==> config.mk <==
export PLATFORM = sky130hd
export DESIGN_NAME = nnet_output_framer
export DESIGN_NICKNAME = d
export VERILOG_FILES = /design/src/rtl/nnet_output_framer.sv
export SDC_FILE = /design/constraint.sdc
export NUM_CORES = 1
export LEC_CHECK = 0
export CORE_ASPECT_RATIO = 1.25
export CORE_MARGIN = 2
export CORE_UTILIZATION = 34
export CTS_CLUSTER_DIAMETER = 120
export DETAILED_ROUTE_END_ITERATION = 7
export HOLD_SLACK_MARGIN = 0.12
export SKIP_CTS_REPAIR_TIMING = 1
export SYNTH_ARGS = -nofsm -noshare
export SYNTH_HDL_FRONTEND = slang
export SYNTH_SLANG_ARGS = --single-unit
==> constraint.sdc <==
create_clock -name ap_clk -period 5.4 [get_ports ap_clk]
set_input_delay 1.08 -clock ap_clk [delete_from_list [all_inputs] [get_ports ap_clk]]
set_output_delay 1.08 -clock ap_clk [all_outputs]
set_load 0.02 [all_outputs]
==> src/rtl/nnet_output_framer.sv <==
// rtl/nnet_output_framer.sv - re-frames the HLS result stream into tlast-delimited vectors of widened samples
module nnet_output_framer #(
    parameter int DIN_W       = 18,
    parameter int DOUT_W      = 32,
    parameter int SIGN_EXTEND = 1,
    parameter int FIFO_AWIDTH = 5
) (
    input  logic                   ap_clk,
    input  logic                   ap_rst_n,
    input  logic                   clear,
    input  logic [15:0]            nnet_size_out,
    input  logic [DIN_W-1:0]       res_tdata,
    input  logic                   res_tvalid,
    output logic                   res_tready,
    output logic [DOUT_W-1:0]      o_tdata,
    output logic                   o_tlast,
    output logic                   o_tvalid,
    input  logic                   o_tready,
    output logic [FIFO_AWIDTH:0]   occupancy,
    output logic [31:0]            vec_count
);

    localparam int DEPTH = 1 << FIFO_AWIDTH;
    localparam int PW    = FIFO_AWIDTH + 1;

    logic [DOUT_W:0]       mem [DEPTH];
    logic [PW-1:0]         wptr_q;
    logic [PW-1:0]         rptr_q;
    logic [PW-1:0]         wptr_n;
    logic [PW-1:0]         rptr_n;
    logic [PW-1:0]         occ_n;
    logic                  rdy_q;
    logic                  vld_q;
    logic [DOUT_W:0]       head_q;
    logic [DOUT_W:0]       head_n;
    logic                  head_load;
    logic                  push;
    logic                  pop;
    logic [15:0]           cnt_q;
    logic [15:0]           len_q;
    logic [15:0]           cur_len;
    logic                  in_last;
    logic [DOUT_W-1:0]     in_word;
    logic [DOUT_W:0]       in_entry;

    generate
        if (DOUT_W == DIN_W) begin : g_same_width
            assign in_word = res_tdata;
        end else if (SIGN_EXTEND != 0) begin : g_sign_ext
            assign in_word = {{(DOUT_W-DIN_W){res_tdata[DIN_W-1]}}, res_tdata};
        end else begin : g_zero_ext
            assign in_word = {{(DOUT_W-DIN_W){1'b0}}, res_tdata};
        end
    endgenerate

    assign push       = res_tvalid & rdy_q;
    assign pop        = vld_q & o_tready;
    assign res_tready = rdy_q;
    assign o_tvalid   = vld_q;
    assign o_tdata    = head_q[DOUT_W-1:0];
    assign o_tlast    = head_q[DOUT_W];
    assign occupancy  = wptr_q - rptr_q;

    // A vector length of zero would never produce tlast, so it frames as single-sample vectors.
    always_comb begin
        cur_len = len_q;
        if (cnt_q == 16'd0) begin
            cur_len = (nnet_size_out == 16'd0) ? 16'd1 : nnet_size_out;
        end
    end

    assign in_last  = (cnt_q == cur_len - 16'd1);
    assign in_entry = {in_last, in_word};

    assign wptr_n = wptr_q + PW'(push);
    assign rptr_n = rptr_q + PW'(pop);
    assign occ_n  = wptr_n - rptr_n;

    // The head register refills when it is empty or being consumed; if the new head is the
    // entry being written this cycle, it is taken straight from the input.
    always_comb begin
        head_load = pop | ~vld_q;
        head_n    = mem[rptr_n[FIFO_AWIDTH-1:0]];
        if (push && (rptr_n == wptr_q)) begin
            head_n = in_entry;
        end
    end

    always_ff @(posedge ap_clk) begin
        if (push && !clear) begin
            mem[wptr_q[FIFO_AWIDTH-1:0]] <= in_entry;
        end
    end

    always_ff @(posedge ap_clk or negedge ap_rst_n) begin
        if (!ap_rst_n) begin
            wptr_q    <= '0;
            rptr_q    <= '0;
            rdy_q     <= 1'b0;
            vld_q     <= 1'b0;
            head_q    <= '0;
            cnt_q     <= 16'd0;
            len_q     <= 16'd1;
            vec_count <= 32'd0;
        end else if (clear) begin
            wptr_q    <= '0;
            rptr_q    <= '0;
            rdy_q     <= 1'b1;
            vld_q     <= 1'b0;
            head_q    <= '0;
            cnt_q     <= 16'd0;
            len_q     <= 16'd1;
            vec_count <= 32'd0;
        end else begin
            wptr_q <= wptr_n;
            rptr_q <= rptr_n;
            rdy_q  <= (occ_n != PW'(DEPTH));
            vld_q  <= (wptr_n != rptr_n);
            if (head_load && (wptr_n != rptr_n)) begin
                head_q <= head_n;
            end
            if (push) begin
                if (cnt_q == 16'd0) begin
                    len_q <= cur_len;
                end
                cnt_q <= in_last ? 16'd0 : cnt_q + 16'd1;
            end
            if (pop && head_q[DOUT_W]) begin
                vec_count <= vec_count + 32'd1;
            end
        end
    end

endmodule
==> tab_implementation.tex <==
\begin{tabular}{lr}
\hline
Metric & Value \\
\hline
\multicolumn{2}{l}{\textbf{Outcome}} \\
\quad Status & finished, final reports clean \\
\multicolumn{2}{l}{\textbf{Placement}} \\
\quad HPWL Detailed & 45.1 mm \\
\quad Buffers on Ports & 111 \\
\quad Placed Area & 0.0326 mm\^{}2 \\
\quad Global placer's final weighted congestion & 0.840 \\
\quad Instance count after placement with tap cells included & 2936 \\
\quad Pre-CTS WS & -125 ps \\
\multicolumn{2}{l}{\textbf{Clocking}} \\
\quad Clock sinks & 705 \\
\quad Clock transition at the registers of the reported paths & 60 ps \\
\quad TritonCTS clock tree & done \\
\quad CTS Root Cell & sky130\_fd\_sc\_hd\_\_clkbuf\_16 \\
\quad Num CTS Buffers & 74 \\
\quad Latest clock arrival within the worst-skew pair & 610 ps \\
\quad Deepest level of the CTS H-tree & 3 \\
\quad Number of buffers on the longest clock path & 3 \\
\multicolumn{2}{l}{\textbf{Hold path}} \\
\quad Worst-case hold path end point & head\_q[16] \\
\quad Worst Min Path Start & head\_q[16] \\
\quad Depth of the worst hold-timing path & 2 \\
\quad Class of the tightest hold or removal check & flip-flop to flip-flop \\
\multicolumn{2}{l}{\textbf{Global route}} \\
\quad Initial antenna violation count & 1 \\
\quad First-pass GRT wire length & 108 mm \\
\quad Maximum number of pins on one net before global-route repair & 96 \\
\quad Overall fraction of global-route tracks in use & 16.4\% \\
\quad GRT overflow & 0 \\
\quad Via count of the first global-routing pass & 16581 \\
\multicolumn{2}{l}{\textbf{Pwr}} \\
\quad Leak pwr & 11.3 nW \\
\quad Sequential share of power & 46.9\% \\
\quad Largest voltage drop on the vdd net & 0.000220 V \\
\quad Net switching fraction of the power & 25.1\% \\
\quad Total power & 12.9 mW \\
\quad Clock share of power & 37.4\% \\
\quad Portion of total power attributed to combinational logic & 15.7\% \\
\quad Net Sw Power & 3.24 mW \\
\quad Design internal power & 9.70 mW \\
\quad PD cells & 371 mW/mm\^{}2 \\
\multicolumn{2}{l}{\textbf{Routing}} \\
\quad Drt pass-1 iters & 5 \\
\quad Total vias in the final route & 16116 \\
\quad Mean routed wirelength per cell & 23.8 um \\
\quad Routed wire length & 73.1 mm \\
\quad DR iter-0 viols & 1495 \\
\quad DRC Markers & 0 \\
\quad Via density & 5.25 \\
\quad Post-detailed-route count of antenna-violating nets & 0 \\
\multicolumn{2}{l}{\textbf{Worst setup path}} \\
\quad WP data required & 5880 ps \\
\quad Startpoint kind of the worst setup timing path & flip-flop \\
\quad Worst path cell trace & or4\_1 > or4\_1 > mux2i\_1 > ha\_1 > or4b\_2 > buf\_4 > o41ai\_1 > nand3\_1 > and3\_1 > a2111oi\_1 > o211ai\_2 > nor4\_4 > buf\_4 > nor2\_1 > a221o\_1 \\
\quad Critical-path maximum fanout & 12 \\
\quad Flop2flop setup slack & 210 ps \\
\quad CP Class & flip-flop to flip-flop \\
\quad Master of the slowest instance on the critical path & sky130\_fd\_sc\_hd\_\_or4\_1 \\
\quad Largest stage delay, worst path & 700 ps \\
\quad Worst path depth & 15 \\
\quad Worst path arrival time & 5670 ps \\
\quad Buffers \& Inverters on Critical Path & 2 \\
\quad Top delay family on crit path & simple AND/OR/NAND/NOR gates \\
\quad Reg-to-reg startpoint & cnt\_q[14] \\
\quad Capture point of the worst reg-to-reg path & cnt\_q[9] \\
\quad Critical Path Sink Type & flip-flop \\
\quad Number of cell instances on the worst register-to-register path & 15 \\
\multicolumn{2}{l}{\textbf{Synth}} \\
\quad Per-instance average area after synthesis & 17.7 um\^{}2 \\
\quad Prevailing post-synth register cell & sky130\_fd\_sc\_hd\_\_edfxtp\_1 \\
\quad Warning count from the yosys run & 0 \\
\quad Count of unique library cells instantiated by Yosys & 64 \\
\quad FFs w/ async S/R, synth & 13.8\% \\
\quad Cell area after synthesis & 0.0295 mm\^{}2 \\
\quad Mapped Nets & 1719 \\
\quad Count of mapped cells out of synthesis & 1661 \\
\quad Post-synth EDFFs & 608 \\
\quad Number of register bits inferred by synthesis & 705 \\
\quad Sequential area share after synthesis & 70.2\% \\
\multicolumn{2}{l}{\textbf{Timing}} \\
\quad Worst slew pin tran & 1210 ps \\
\quad Unrepaired setup endpoints after global routing & false \\
\quad Slew margin rel. & 19.1\% \\
\quad Number of failing setup endpoints in the final timing report & 0 \\
\quad Crit share post-route & 96.1\% \\
\quad Pins Over Slew Limit & 0 \\
\quad Final worst setup slack & 210 ps \\
\quad Final critical-path required period & 5190 ps \\
\quad Clk\_skew & 16.4 ps \\
\quad Number of hold violations in the final report & 0 \\
\quad Highest clock frequency the design can meet & 193 MHz \\
\quad Setup TNS after final layout & 0 ps \\
\quad Worst hold slack across all endpoints & 479 ps \\
\multicolumn{2}{l}{\textbf{Die}} \\
\quad Placement row count & 120 \\
\quad Starting Density & 34.4\% \\
\quad DIE AREA & 0.0891 mm\^{}2 \\
\quad Height of the die & 333 um \\
\quad Std-Cell Core Area & 0.0857 mm\^{}2 \\
\quad Die width & 267 um \\
\quad \# IOs & 112 \\
\multicolumn{2}{l}{\textbf{Layout}} \\
\quad Area of combinational cells with multiple inputs & 0.00837 mm\^{}2 \\
\quad Growth of design area from synthesis to finish & 18.4\% \\
\quad Non-Filler Instances & 3068 \\
\quad NumNets Final & 1911 \\
\quad Antenna cell count & 0 \\
\quad Share of post-route cells with drive strength above 1 & 23.5\% \\
\quad Post-route design area & 0.0349 mm\^{}2 \\
\quad Seq. cell area & 0.0207 mm\^{}2 \\
\quad Util after Layout & 40.7\% \\
\quad Filler cell count in the final layout & 7637 \\
\multicolumn{2}{l}{\textbf{Job}} \\
\quad Max Cap Violations & 0 \\
\hline
\end{tabular}
-- sequential cells by signal, summed over array words and instances (netlist names) --
signal / flops
mem: 608
vec_count: 32
head_q: 19
cnt_q: 16
len_q: 16
rptr_q: 6
wptr_q: 6
o_tvalid: 1
res_tready: 1
-- worst max path at each step --
| stage | from | endpoint | slack (ps) |
|---|---|---|---|
| 2_1_floorplan | cnt_q[0] | cnt_q[10] | 280 |
| 3_3_place_gp | nnet_size_out[9] | cnt_q[3] | -0.6 |
| 3_5_place_dp | nnet_size_out[9] | cnt_q[8] | -130 |
| 4_1_cts | cnt_q[0] | cnt_q[8] | 50 |
| 5_1_grt | cnt_q[14] | cnt_q[14] | 20 |
| 6_report | cnt_q[14] | cnt_q[9] | 210 |
-- power groups by stage --
stage,Combinational [mW],Clock (mW),Sequential [mW]
5_1_grt,2.19,5.15,6.08
4_1_cts,2.06,4.94,6.07
3_3_place_gp,2.05,0,6.18
6_report,2.03,4.84,6.07
3_5_place_dp,2.06,0,6.19
2_1_floorplan,1.27,0,6.23
-- cells by family (layout without fill, tap and decap cells) --
family                   Yosys count  in the layout  synth area share [%]
flip-flops                       705            705                  70.2
AND/OR/NAND/NOR                  343            343                  5.85
multiplexers                     261            261                  16.1
AO/OA/AOI/OAI                    134            134                  3.03
buffers and inverters            132            380                  1.97
XOR/XNOR                          67             67                  1.99
adder cells (fa/ha/maj)           19             19                 0.832
-- routing by layer --
| metal | track usage, % | share of wire, % | up-vias |
|---|---|---|---|
| met5 | 0 | 0.018 | - |
| met4 | 4.42 | 2.0 | 2 |
| met3 | 2.33 | 6.1 | 99 |
| met2 | 27.9 | 51 | 539 |
| met1 | 21.8 | 41 | 8517 |
| li1 | - | - | 6959 |
-- worst register-to-register path: cells and delay by family (launching register included) --
family | cells | cell delay [ps]
buffers and inverters | 2 | 440
muxes | 1 | 180
AOI/OAI and AO/OA | 4 | 1140
DFF | 1 | 430
adders and majority gates | 1 | 200
and+or+nand+nor | 7 | 2700
-- layout by cell type (no fill, tap or decap), drive strengths merged, types with 7 or more instances in the layout --
| master | netlist | final |
|---|---|---|
| edfxtp | 608 | 608 |
| a21oi | 21 | 21 |
| a221o | 10 | 10 |
| ha | 18 | 18 |
| clkinv | 0 | 30 |
| or2 | 7 | 7 |
| or4 | 10 | 10 |
| xor2 | 33 | 33 |
| nor2 | 110 | 110 |
| nor3 | 15 | 15 |
| o21ai | 49 | 49 |
| nand3 | 38 | 38 |
| nor4 | 9 | 9 |
| a22o | 17 | 17 |
| mux2i | 85 | 85 |
| xnor2 | 34 | 34 |
| nand2 | 77 | 77 |
| or3 | 19 | 19 |
| a21o | 8 | 8 |
| inv | 30 | 32 |
| mux4 | 171 | 171 |
| clkdlybuf4s50 | 0 | 109 |
| clkbuf | 57 | 96 |
| buf | 45 | 109 |
| dfrtp | 96 | 96 |
| nor2b | 15 | 15 |
| and3 | 10 | 10 |
-- Yosys cell counts (all sizes together), types with 18 or more instances --
master / count / area (um^2)
edfxtp: 608 / 18300
mux4: 171 / 3850
nor2: 110 / 415
dfrtp: 96 / 2400
mux2i: 85 / 851
nand2: 77 / 289
clkbuf: 57 / 214
o21ai: 49 / 245
buf: 45 / 254
nand3: 38 / 190
xnor2: 34 / 298
xor2: 33 / 289
inv: 30 / 113
a21oi: 21 / 105
or3: 19 / 119
ha: 18 / 225
-- cell type report --
cell class,instances,share of cell area [%]
sequential,705,59.3
multi-input combinational,824,24.0
clock buffer,96,5.75
timing repair buffer,218,5.75
tap,1159,4.15
clock inverter,36,0.789
inverter,30,0.323
No activity file was read; power rests on OpenSTA's default activity.
